`src/rtl/note_scroll_controller_pkg.sv`:
```
// Shared definitions for the note-lane sequencer and the renderer.
//   - Arrow codes as stored in the chart ROM and in each arrow_array slot.
//   - Judgement codes shown on the player indicators.
//   - Sequencer FSM state encoding, exported on the debug port.
//   - grade_press(): scores one press against the two bottom slots.
package note_scroll_controller_pkg;

   localparam logic [2:0] ARW_NONE  = 3'b000;
   localparam logic [2:0] ARW_UP    = 3'b001;
   localparam logic [2:0] ARW_LEFT  = 3'b010;
   localparam logic [2:0] ARW_DOWN  = 3'b011;
   localparam logic [2:0] ARW_RIGHT = 3'b100;
   localparam logic [2:0] ARW_SHAKE = 3'b110;
   localparam logic [2:0] ARW_END   = 3'b111;

   localparam logic [1:0] IND_DEFAULT   = 2'b00;
   localparam logic [1:0] IND_BAD       = 2'b01;
   localparam logic [1:0] IND_GOOD      = 2'b10;
   localparam logic [1:0] IND_EXCELLENT = 2'b11;

   typedef enum logic [2:0] {
      ST_IDLE  = 3'd0,
      ST_FETCH = 3'd1,
      ST_LATCH = 3'd2,
      ST_RUN   = 3'd3,
      ST_SHIFT = 3'd4,
      ST_DRAIN = 3'd5,
      ST_DONE  = 3'd6
   } scroll_state_e;

   // Exact hit on the hit-zone slot beats a near hit on the slot above it;
   // an empty slot never matches.
   function automatic logic [1:0] grade_press(input logic [2:0] code,
                                              input logic [2:0] slot_hit,
                                              input logic [2:0] slot_pre);
      if (code == slot_hit && slot_hit != ARW_NONE) begin
         return IND_EXCELLENT;
      end else if (code == slot_pre && slot_pre != ARW_NONE) begin
         return IND_GOOD;
      end else begin
         return IND_BAD;
      end
   endfunction

endpackage

```
`src/rtl/note_scroll_controller_hit_judge.sv`:
```
// Per-player press judge and indicator hold timer.
// Ports:
//   clock, reset       system clock, synchronous active-high reset
//   btn_i              player pad code (000 = none)
//   slot_hit_i         arrow in the hit zone (slot N-1)
//   slot_pre_i         arrow one slot above the hit zone (slot N-2)
//   shift_i            high for the single cycle the array scrolls
//   vsync_pulse_i      start-of-vblank pulse, paces the hold timer
//   busy_i             song in progress; judging disabled otherwise
//   indicator_o        11 excellent, 10 good, 01 bad, 00 default
module note_scroll_controller_hit_judge
   import note_scroll_controller_pkg::*;
#(
   parameter int HOLD_FRAMES = 30
) (
   input  logic       clock,
   input  logic       reset,
   input  logic [2:0] btn_i,
   input  logic [2:0] slot_hit_i,
   input  logic [2:0] slot_pre_i,
   input  logic       shift_i,
   input  logic       vsync_pulse_i,
   input  logic       busy_i,
   output logic [1:0] indicator_o
);

   localparam int HOLD_W = $clog2(HOLD_FRAMES + 1);

   logic [2:0]        btn_prev_q, btn_prev_d;
   logic              judged_q, judged_d;
   logic [HOLD_W-1:0] hold_cnt_q, hold_cnt_d;
   logic [1:0]        ind_q, ind_d;

   logic press;
   logic take;
   logic miss;

   always_comb begin
      // A press is a new non-zero code; holding a button is not a new press.
      press = busy_i && (btn_i != ARW_NONE) && (btn_i != btn_prev_q);
      take  = press && !judged_q;
      // A press landing on the shift cycle counts for the outgoing step and
      // therefore suppresses that step's miss.
      miss  = busy_i && shift_i && (slot_hit_i != ARW_NONE) && !judged_q && !take;

      btn_prev_d = btn_i;
      judged_d   = judged_q;
      hold_cnt_d = hold_cnt_q;
      ind_d      = ind_q;

      if (!busy_i) begin
         judged_d   = 1'b0;
         hold_cnt_d = '0;
         ind_d      = IND_DEFAULT;
      end else begin
         // Shift wins over press so a shift-cycle press leaves the new step open.
         if (shift_i) begin
            judged_d = 1'b0;
         end else if (press) begin
            judged_d = 1'b1;
         end

         if (take) begin
            ind_d      = grade_press(btn_i, slot_hit_i, slot_pre_i);
            hold_cnt_d = HOLD_W'(HOLD_FRAMES);
         end else if (miss) begin
            ind_d      = IND_BAD;
            hold_cnt_d = HOLD_W'(HOLD_FRAMES);
         end else if (vsync_pulse_i && hold_cnt_q != '0) begin
            hold_cnt_d = hold_cnt_q - HOLD_W'(1);
            if (hold_cnt_q == HOLD_W'(1)) begin
               ind_d = IND_DEFAULT;
            end
         end
      end
   end

   always_ff @(posedge clock) begin
      if (reset) begin
         btn_prev_q <= ARW_NONE;
         judged_q   <= 1'b0;
         hold_cnt_q <= '0;
         ind_q      <= IND_DEFAULT;
      end else begin
         btn_prev_q <= btn_prev_d;
         judged_q   <= judged_d;
         hold_cnt_q <= hold_cnt_d;
         ind_q      <= ind_d;
      end
   end

   assign indicator_o = ind_q;

endmodule

```
`src/rtl/note_scroll_controller.sv`:
```
// Note-lane sequencer: fetches one chart entry per beat from a synchronous
// ROM, scrolls the shared arrow array one slot per beat (always inside
// vertical blanking) and judges both players against the hit zone.
// Ports:
//   clock, reset       system clock, synchronous active-high reset
//   start              1-cycle pulse, starts a song when idle
//   vsync_pulse        1-cycle pulse at start of vertical blanking
//   chart_addr         chart ROM address
//   chart_data         chart ROM data, one cycle after chart_addr
//   p1_btn, p2_btn     player pad codes
//   arrow_array        slot k at [3k+2:3k]; slot 0 newest, slot N_STATES-1 hit zone
//   p1_indicator,
//   p2_indicator       judgement display codes
//   busy               song in progress
//   done               1-cycle pulse once the lane has fully drained
//   dbg_state          sequencer FSM state
//
// Handshake: start and vsync_pulse are single-cycle strobes sampled on the
// rising clock edge; there is no back-pressure. A strobe arriving while the
// FSM cannot act on it (start while busy, vsync outside RUN) is dropped.
module note_scroll_controller
   import note_scroll_controller_pkg::*;
#(
   parameter int N_STATES    = 26,
   parameter int BEAT_FRAMES = 8,
   parameter int CHART_AW    = 8,
   parameter int HOLD_FRAMES = 30
) (
   input  logic                  clock,
   input  logic                  reset,
   input  logic                  start,
   input  logic                  vsync_pulse,
   output logic [CHART_AW-1:0]   chart_addr,
   input  logic [2:0]            chart_data,
   input  logic [2:0]            p1_btn,
   input  logic [2:0]            p2_btn,
   output logic [3*N_STATES-1:0] arrow_array,
   output logic [1:0]            p1_indicator,
   output logic [1:0]            p2_indicator,
   output logic                  busy,
   output logic                  done,
   output scroll_state_e         dbg_state
);

   scroll_state_e               state_q;
   logic [7:0]                  frame_cnt_q;
   logic [CHART_AW-1:0]         chart_addr_q;
   logic [2:0]                  next_arrow_q;
   logic                        end_seen_q;
   logic [N_STATES-1:0][2:0]    slots_q;
   logic                        busy_q;
   logic                        done_q;

   logic                        shift;
   logic [2:0]                  fill;

   assign shift = (state_q == ST_SHIFT);
   // Once the end marker has been latched, only blanks enter the lane.
   assign fill  = end_seen_q ? ARW_NONE : next_arrow_q;

   always_ff @(posedge clock) begin
      if (reset) begin
         state_q      <= ST_IDLE;
         frame_cnt_q  <= '0;
         chart_addr_q <= '0;
         next_arrow_q <= ARW_NONE;
         end_seen_q   <= 1'b0;
         slots_q      <= '0;
         busy_q       <= 1'b0;
         done_q       <= 1'b0;
      end else begin
         done_q <= 1'b0;
         case (state_q)
            ST_IDLE: begin
               if (start) begin
                  slots_q      <= '0;
                  chart_addr_q <= '0;
                  frame_cnt_q  <= '0;
                  next_arrow_q <= ARW_NONE;
                  end_seen_q   <= 1'b0;
                  busy_q       <= 1'b1;
                  state_q      <= ST_FETCH;
               end
            end
            // Address held for one cycle so the ROM output is valid in LATCH.
            ST_FETCH: state_q <= ST_LATCH;
            ST_LATCH: begin
               if (chart_data == ARW_END) begin
                  end_seen_q   <= 1'b1;
                  next_arrow_q <= ARW_NONE;
               end else begin
                  next_arrow_q <= chart_data;
               end
               state_q <= ST_RUN;
            end
            ST_RUN: begin
               if (vsync_pulse) begin
                  if (frame_cnt_q == 8'(BEAT_FRAMES - 1)) begin
                     frame_cnt_q <= '0;
                     state_q     <= ST_SHIFT;
                  end else begin
                     frame_cnt_q <= frame_cnt_q + 8'd1;
                  end
               end
            end
            ST_SHIFT: begin
               slots_q <= {slots_q[N_STATES-2:0], fill};
               if (end_seen_q) begin
                  state_q <= ST_DRAIN;
               end else if (chart_addr_q == {CHART_AW{1'b1}}) begin
                  // Last ROM word consumed: finish without wrapping the address.
                  end_seen_q <= 1'b1;
                  state_q    <= ST_DRAIN;
               end else begin
                  chart_addr_q <= chart_addr_q + 1'b1;
                  state_q      <= ST_FETCH;
               end
            end
            ST_DRAIN: begin
               if (slots_q == '0) begin
                  done_q  <= 1'b1;
                  busy_q  <= 1'b0;
                  state_q <= ST_DONE;
               end else begin
                  state_q <= ST_RUN;
               end
            end
            ST_DONE: state_q <= ST_IDLE;
            default: state_q <= ST_IDLE;
         endcase
      end
   end

   note_scroll_controller_hit_judge #(
      .HOLD_FRAMES(HOLD_FRAMES)
   ) u_p1_judge (
      .clock        (clock),
      .reset        (reset),
      .btn_i        (p1_btn),
      .slot_hit_i   (slots_q[N_STATES-1]),
      .slot_pre_i   (slots_q[N_STATES-2]),
      .shift_i      (shift),
      .vsync_pulse_i(vsync_pulse),
      .busy_i       (busy_q),
      .indicator_o  (p1_indicator)
   );

   note_scroll_controller_hit_judge #(
      .HOLD_FRAMES(HOLD_FRAMES)
   ) u_p2_judge (
      .clock        (clock),
      .reset        (reset),
      .btn_i        (p2_btn),
      .slot_hit_i   (slots_q[N_STATES-1]),
      .slot_pre_i   (slots_q[N_STATES-2]),
      .shift_i      (shift),
      .vsync_pulse_i(vsync_pulse),
      .busy_i       (busy_q),
      .indicator_o  (p2_indicator)
   );

   assign chart_addr  = chart_addr_q;
   assign arrow_array = slots_q;
   assign busy        = busy_q;
   assign done        = done_q;
   assign dbg_state   = state_q;

endmodule
```
`config.mk`:
```
export PLATFORM = sky130hd
export DESIGN_NAME = note_scroll_controller
export DESIGN_NICKNAME = d
export VERILOG_FILES = /design/src/rtl/note_scroll_controller_pkg.sv /design/src/rtl/note_scroll_controller_hit_judge.sv /design/src/rtl/note_scroll_controller.sv
export SDC_FILE = /design/constraint.sdc
export NUM_CORES = 1
export LEC_CHECK = 0
export CAP_MARGIN = 30
export CORE_MARGIN = 2
export CORE_UTILIZATION = 55
export DETAILED_ROUTE_END_ITERATION = 12
export HOLD_SLACK_MARGIN = 0.12
export PLACE_DENSITY = 0.85
export RECOVER_POWER = 100
export SLEW_MARGIN = 15
export SYNTH_ARGS = -nofsm -noshare
export SYNTH_HDL_FRONTEND = slang
export SYNTH_SLANG_ARGS = --single-unit
```
`constraint.sdc`:
```
create_clock -name clock -period 5.27 [get_ports clock]
set_clock_uncertainty 0.15 [all_clocks]
set_input_delay 1.054 -clock clock [delete_from_list [all_inputs] [get_ports clock]]
set_output_delay 1.054 -clock clock [all_outputs]
set_load 0.03 [all_outputs]
```
==> results.py <==
metrics = {
    "run_status": {
        "status": "complete, but fails checks",
        "violations": "max-capacitance violations, max-slew violations",
    },
    "logic_synthesis": {
        "synth.distinct_cells": 56,
        "synth-edff-count": 0,
        "synth_compound_area_share_pct": 20.1,
        "syn_nets": 589,
        "synthTopCellsByCount": "125 x dfxtp_1, 111 x nor2_1, 80 x a22oi_1",
        "yosys_warnings": 0,
        "yosys.area_share.simple_pct": 20.5,
        "synth-xor-area-share_pct": 5.32,
        "yosysMostFrequentCell": "dfxtp_1",
        "synth_top_family_by_area": "simple AND/OR/NAND/NOR gates",
        "yosysSeqAreaShare_pct": 49.1,
        "syn_inst": 570,
        "avgSynthCellArea_sq_um": 8.95,
        "synth_fa_ha_area_share_pct": 1.47,
        "synthArstFlopShare_pct": 0,
        "synth_area_leader_cell": "dfxtp_1",
        "synth_ff_type": "dfxtp_1",
        "synth.area.top_cells": "dfxtp_1 49%, a22oi_1 12%, nor2_1 8.2%",
        "synth.area.mux_share_pct": 0,
        "syn-cell-area_sq_um": 5100,
        "ys_ff_latch": 125,
        "synth_top_area_share_pct": 49.1,
    },
    "setup_path": {
        "endpoint_kind": "register",
        "startpoint_type": "input port",
        "cp_data_arrival_time_ns": 3.48,
        "path_max_fanout": 47,
        "cp_data_required_time_ns": 5.53,
        "critPathKind": "in2reg",
    },
    "clock_tree": {
        "cts-root-buf": "clkbuf_8",
        "cts_tree": "done",
        "cts_sinks": 125,
        "cts_setup_buffers": 0,
        "ctsHtreeMaxLevel": 4,
        "cts_hold_buffers": 0,
        "clkTransAtPathRegs_ns": 0.06,
        "cts.path.max_buffers": 2,
        "numCtsBuffers": 17,
        "clk_latency_ns": 0.52,
        "cts_resized": 0,
    },
    "die": {
        "core_area_sq_um": 9110,
        "initial_utilization_pct": 56.0,
        "die_x_microns": 100,
        "die_area_sq_um": 10100,
        "ios": 108,
        "num_rows": 35,
        "die_y_microns": 100,
    },
    "place": {
        "io_buffers": 107,
        "dp_slack_ns": 2.08,
        "gp_congestion": 0.871,
        "dp_hpwl_microns": 8830,
        "dp.cells": 757,
        "placed_area_sq_um": 6200,
    },
    "grt": {
        "grt_start_max_net_pins": 79,
        "grt_pass1_vias": 4545,
        "grt_pass1_wl_microns": 22100,
        "grtUsageTotal_pct": 27.5,
        "antenna_found_initial": 0,
        "grt_overflow": 0,
    },
    "finish": {
        "syn_to_final_growth_pct": 32.8,
        "drive_above_1_share_pct": 6.63,
        "final_cells": 790,
        "final_nets": 685,
        "area.sequential_sq_um": 2500,
        "final_cell_area_sq_um": 6770,
        "multi_input_area_sq_um": 2420,
        "fillerInstances": 649,
        "antennaDiodeCount": 0,
    },
    "detailed_routing": {
        "final_antenna_net_count": 0,
        "first_pass_iters": 5,
        "drt_iter0_markers": 342,
        "vias": 4799,
        "vias_per_cell": 6.07,
        "finalWirelength_microns": 13900,
        "wire_per_inst_microns": 17.6,
        "drc_errors": 0,
    },
    "power": {
        "seqPwrFrac_pct": 38.4,
        "leakagePower_nw": 2.76,
        "p_sw_share_pct": 33.5,
        "p_sw_mw": 0.924,
        "peakVddDrop_mv": 0.238,
        "power_frac_comb_pct": 20.4,
        "p_clk_share_pct": 41.3,
        "internal_power_mw": 1.84,
        "powerDensity_nw_per_um2": 407,
        "fin_total_pwr_mw": 2.76,
    },
    "sta": {
        "tns_ns": 0,
        "tightest_slew_ns": 1.95,
        "fin_crit_ns": 3.22,
        "final-setup-viol-count": 0,
        "period_share_pct": 61.1,
        "fin_ws_ns": 2.05,
        "max_freq_mhz": 311,
        "finalHoldViolCount": 0,
        "slew_viol_final": 48,
        "rsz0062_at_grt": "false",
        "slew_headroom_pct": -30.3,
    },
    "min_path": {
        "hp-class": "reg2reg",
    },
    "run": {
        "max_cap_viol_count": 1,
    },
}
[layout by cell type, fill, tap and decap left out, drive strengths merged, types with 3 or more instances in the layout]
master         count
and3               7
nand2             24
clkdlybuf4s50     10
inv               16
o21ai             13
xnor2             14
a22oi             80
xor2              17
nor4              19
clkinv             4
a31oi              4
or3                7
or2                3
clkbuf            20
nor3               7
dfxtp            125
a211oi             5
clkinvlp           3
a21oi             23
nand3              8
buf                3
nor2             112
o2111ai            3
ha                 6
nor2b              7
nand4              9
dlygate4sd3       96
[power by group through the flow]
| stage | Sequential (mW) | Combinational (mW) | Clock (mW) |
|---|---|---|---|
| after floorplan | 1.08 | 0.415 | 0 |
| after global placement | 1.08 | 0.550 | 0 |
| after detailed placement | 1.08 | 0.569 | 0 |
| after CTS | 1.06 | 0.573 | 1.14 |
| after global routing | 1.06 | 0.616 | 1.18 |
| final | 1.06 | 0.562 | 1.14 |
[worst max-delay path, cell delays in order]
cell      delay, ns
clkbuf_1       1.37
nand2b_1       0.61
a41oi_1        0.17
a31o_1         0.27
[logic make-up (layout without fill, tap and decap cells)]
| group | after synthesis | count (layout) |
|---|---|---|
| buffers and inverters | 45 | 154 |
| AND/OR/NAND/NOR | 217 | 217 |
| adder cells (fa/ha/maj) | 6 | 6 |
| XOR/XNOR | 31 | 31 |
| AO/OA/AOI/OAI | 146 | 146 |
| flip-flops | 125 | 125 |
[area by class of cell]
cell class | instances | share of cell area (%)
Sequential cell | 125 | 36.9
Multi-Input combinational cell | 400 | 35.7
Timing Repair Buffer | 111 | 16.1
Inverter | 11 | 0.610
Clock inverter | 14 | 2.36
Clock buffer | 18 | 6.17
Tap cell | 111 | 2.05
[layer usage]
layer  global-route usage, %  routed length (microns)
met4                    7.69                      153
met3                    6.34                      940
met1                    36.2                     5930
met5                       0                        0
met2                    45.4                     6860
[final timing paths]
| check | cells past startpoint | endpoint | startpoint | slack, ns |
|---|---|---|---|---|
| min reg2reg | 2 | next_arrow_q[2] | next_arrow_q[2] | 0.31 |
| min | 2 | next_arrow_q[2] | next_arrow_q[2] | 0.31 |
| max | 4 | u_p1_judge.indicator_o[0] | reset | 2.05 |
| max reg2reg | 5 | dbg_state[2] | arrow_array[7] | 3.02 |
[flip-flops by register name, summed over array words and instances (netlist names)]
register / cells
arrow_array: 78
chart_addr: 8
frame_cnt_q: 8
u_p1_judge.hold_cnt_q: 5
u_p2_judge.hold_cnt_q: 5
dbg_state: 3
next_arrow_q: 3
u_p1_judge.btn_prev_q: 3
u_p2_judge.btn_prev_q: 3
u_p1_judge.indicator_o: 2
u_p2_judge.indicator_o: 2
busy: 1
done: 1
end_seen_q: 1
u_p1_judge.judged_q: 1
u_p2_judge.judged_q: 1
[metrics by stage]
stage          hold slack [ns]  util (%)
6_report                 0.312      74.4
5_1_grt                  0.329      74.4
4_1_cts                  0.314      74.5
3_5_place_dp             0.303      68.1
3_3_place_gp             0.295      68.1
2_1_floorplan            0.282         -
No activity file was read; power rests on OpenSTA's default activity.
==> RTL change (same flow settings) <==
`CHART_AW`: 8 -> 10.
--- a/src/rtl/note_scroll_controller.sv
+++ b/src/rtl/note_scroll_controller.sv
@@ -23,7 +23,7 @@
 #(
    parameter int N_STATES    = 26,
    parameter int BEAT_FRAMES = 8,
-   parameter int CHART_AW    = 8,
+   parameter int CHART_AW    = 10,
    parameter int HOLD_FRAMES = 30
 ) (
    input  logic                  clock,
Ports: changed (resized chart_addr); port bits go from 108 to 110. No check against the original RTL was run, so the function may have changed too.
==> RTL change against the unedited design <==
The run ends with capacitance limit left. Die area increased by 6.7%. Worst hold slack better by 0.038 ns. Non-clock buffer count up 3. Synthesized area rose by 6.9%. Sequential cell count rose by 2. Setup slack lost 0.36 ns. Power increased by 1.2%. Cell area grew 5.2%. Routed wire length up 8.9%. Largest cell class is now multi-input gates. Highest routed layer unchanged.
==> RTL change: results (changes against the unedited design) <==
xor and xnor area share after synthesis 4.18% (was 5.32%); post-synth cell types 62 (was 56); Placer Congestion 0.868 (was 0.871); global router's overall resource usage 27.5% (about the same); PortBufs 109 (was 107); Arrival @ worst endpoint 3.87 ns (was 3.48 ns); reg2reg start dbg_state[2] (was arrow_array[7]); Min-Delay Endpoint chart_addr[6] (was next_arrow_q[2]); mux contribution to synthesized area 0.574% (was 0%); placed cell area 0.00659 mm2 (was 0.00620 mm2); Worst setup endpoint arrow_array[8] (was u_p1_judge.indicator_o[0]); Post-DP HPWL 9940 um (was 8830 um); 1st-pass router iterations 6 (was 5); DR WL met3 1220 um (was 940 um); critical path's slowest cell nor2b_1 (was clkbuf_1); fraction of layout cells with a size suffix above 1 6.13% (was 6.63%); Layout Cells excl Fill 851 (was 790); status finished, violations left (unchanged); CP top delay family simple AND/OR/NAND/NOR gates (was buffers and inverters); peak supply drop 240 uV (was 238 uV); Hold Startpoint chart_addr[6] (was next_arrow_q[2]); first-pass GRT wire length 24,400 um (was 22,100 um); R2R setup slack 1.69 ns (was 3.02 ns); Post-Route M1 WL 6090 um (was 5930 um); failing checks capacitance limit (was capacitance limit, slew limit); register area 0.00254 mm2 (was 0.00250 mm2); worst slew pin tran 1.49 ns (was 1.95 ns); drt first-iter violations 272 (was 342); compound-cell area share of the yosys netlist 21.7% (was 20.1%); Syn Nets 635 (was 589); register area share after synthesis 46.6% (was 49.1%); clk slew on worst S/H paths 0.06 ns (about the same); most common library cells after synthesis dfxtp_1 (127), nor2_1 (118), a22oi_1 (81), clkbuf_1 (24), nor4_1 (22) (was dfxtp_1 (125), nor2_1 (111), a22oi_1 (80), clkbuf_1 (27), nand2_1 (24)); CTS root buf clkbuf_8 (unchanged); top area cells in the synthesized netlist dfxtp_1 (47%), a22oi_1 (11%), nor2_1 (8.1%) (was dfxtp_1 (49%), a22oi_1 (12%), nor2_1 (8.2%)); comb pwr 0.618 mW (was 0.562 mW); Total Wirelength 15,100 um (was 13,900 um); Synth Area in Adders 1.38% (was 1.47%); Mapped Cells 616 (was 570); pin count of the biggest net entering global routing 94 (was 79); Internal 1.86 mW (was 1.84 mW); vias in the first global route 5,029 (was 4,545); CP peak stage delay 1.17 ns (was 1.37 ns); max cap viols 1 (unchanged); Crit Path Max Fanout 21 (was 47); post-synth top area cell dfxtp_1 (unchanged); drt via density 6.12 (was 6.07); crit start category flip-flop (was input port); fin nets 726 (was 685); cts bufs inserted 17 (unchanged); P_leak 2.83 nW (was 2.76 nW); met2 WL post-DR 7490 um (was 6860 um); fill count 690 (was 649); dpl cells 820 (was 757)
RTL change: routing by layer:
metal	vias to the layer above	track usage [%]
met5	-	0
met4	0	11.0
met3	32	7.99
met2	253	45.6
met1	2491	33.9
li1	2436	-
RTL change: per-stage QoR:
stage | power, mW | setup WS [ns] | hold WS, ns | util [%]
2_1_floorplan | 1.55 | 2.78 | 0.306 | -
5_1_grt | 2.89 | 1.45 | 0.376 | 73.6
3_5_place_dp | 1.71 | 2.00 | 0.343 | 68.1
3_3_place_gp | 1.66 | 1.91 | 0.327 | 67.8
4_1_cts | 2.79 | 2.01 | 0.351 | 73.8
6_report | 2.79 | 1.69 | 0.350 | 73.6
RTL change: cell type report:
cell class | instances | share of cell area, %
Multi-Input combinational cell | 438 | 37.8
Clock inverter | 11 | 1.53
Tap cell | 133 | 2.34
Timing Repair Buffer | 114 | 16.0
Clock buffer | 19 | 6.20
Sequential cell | 127 | 35.7
Inverter | 9 | 0.474
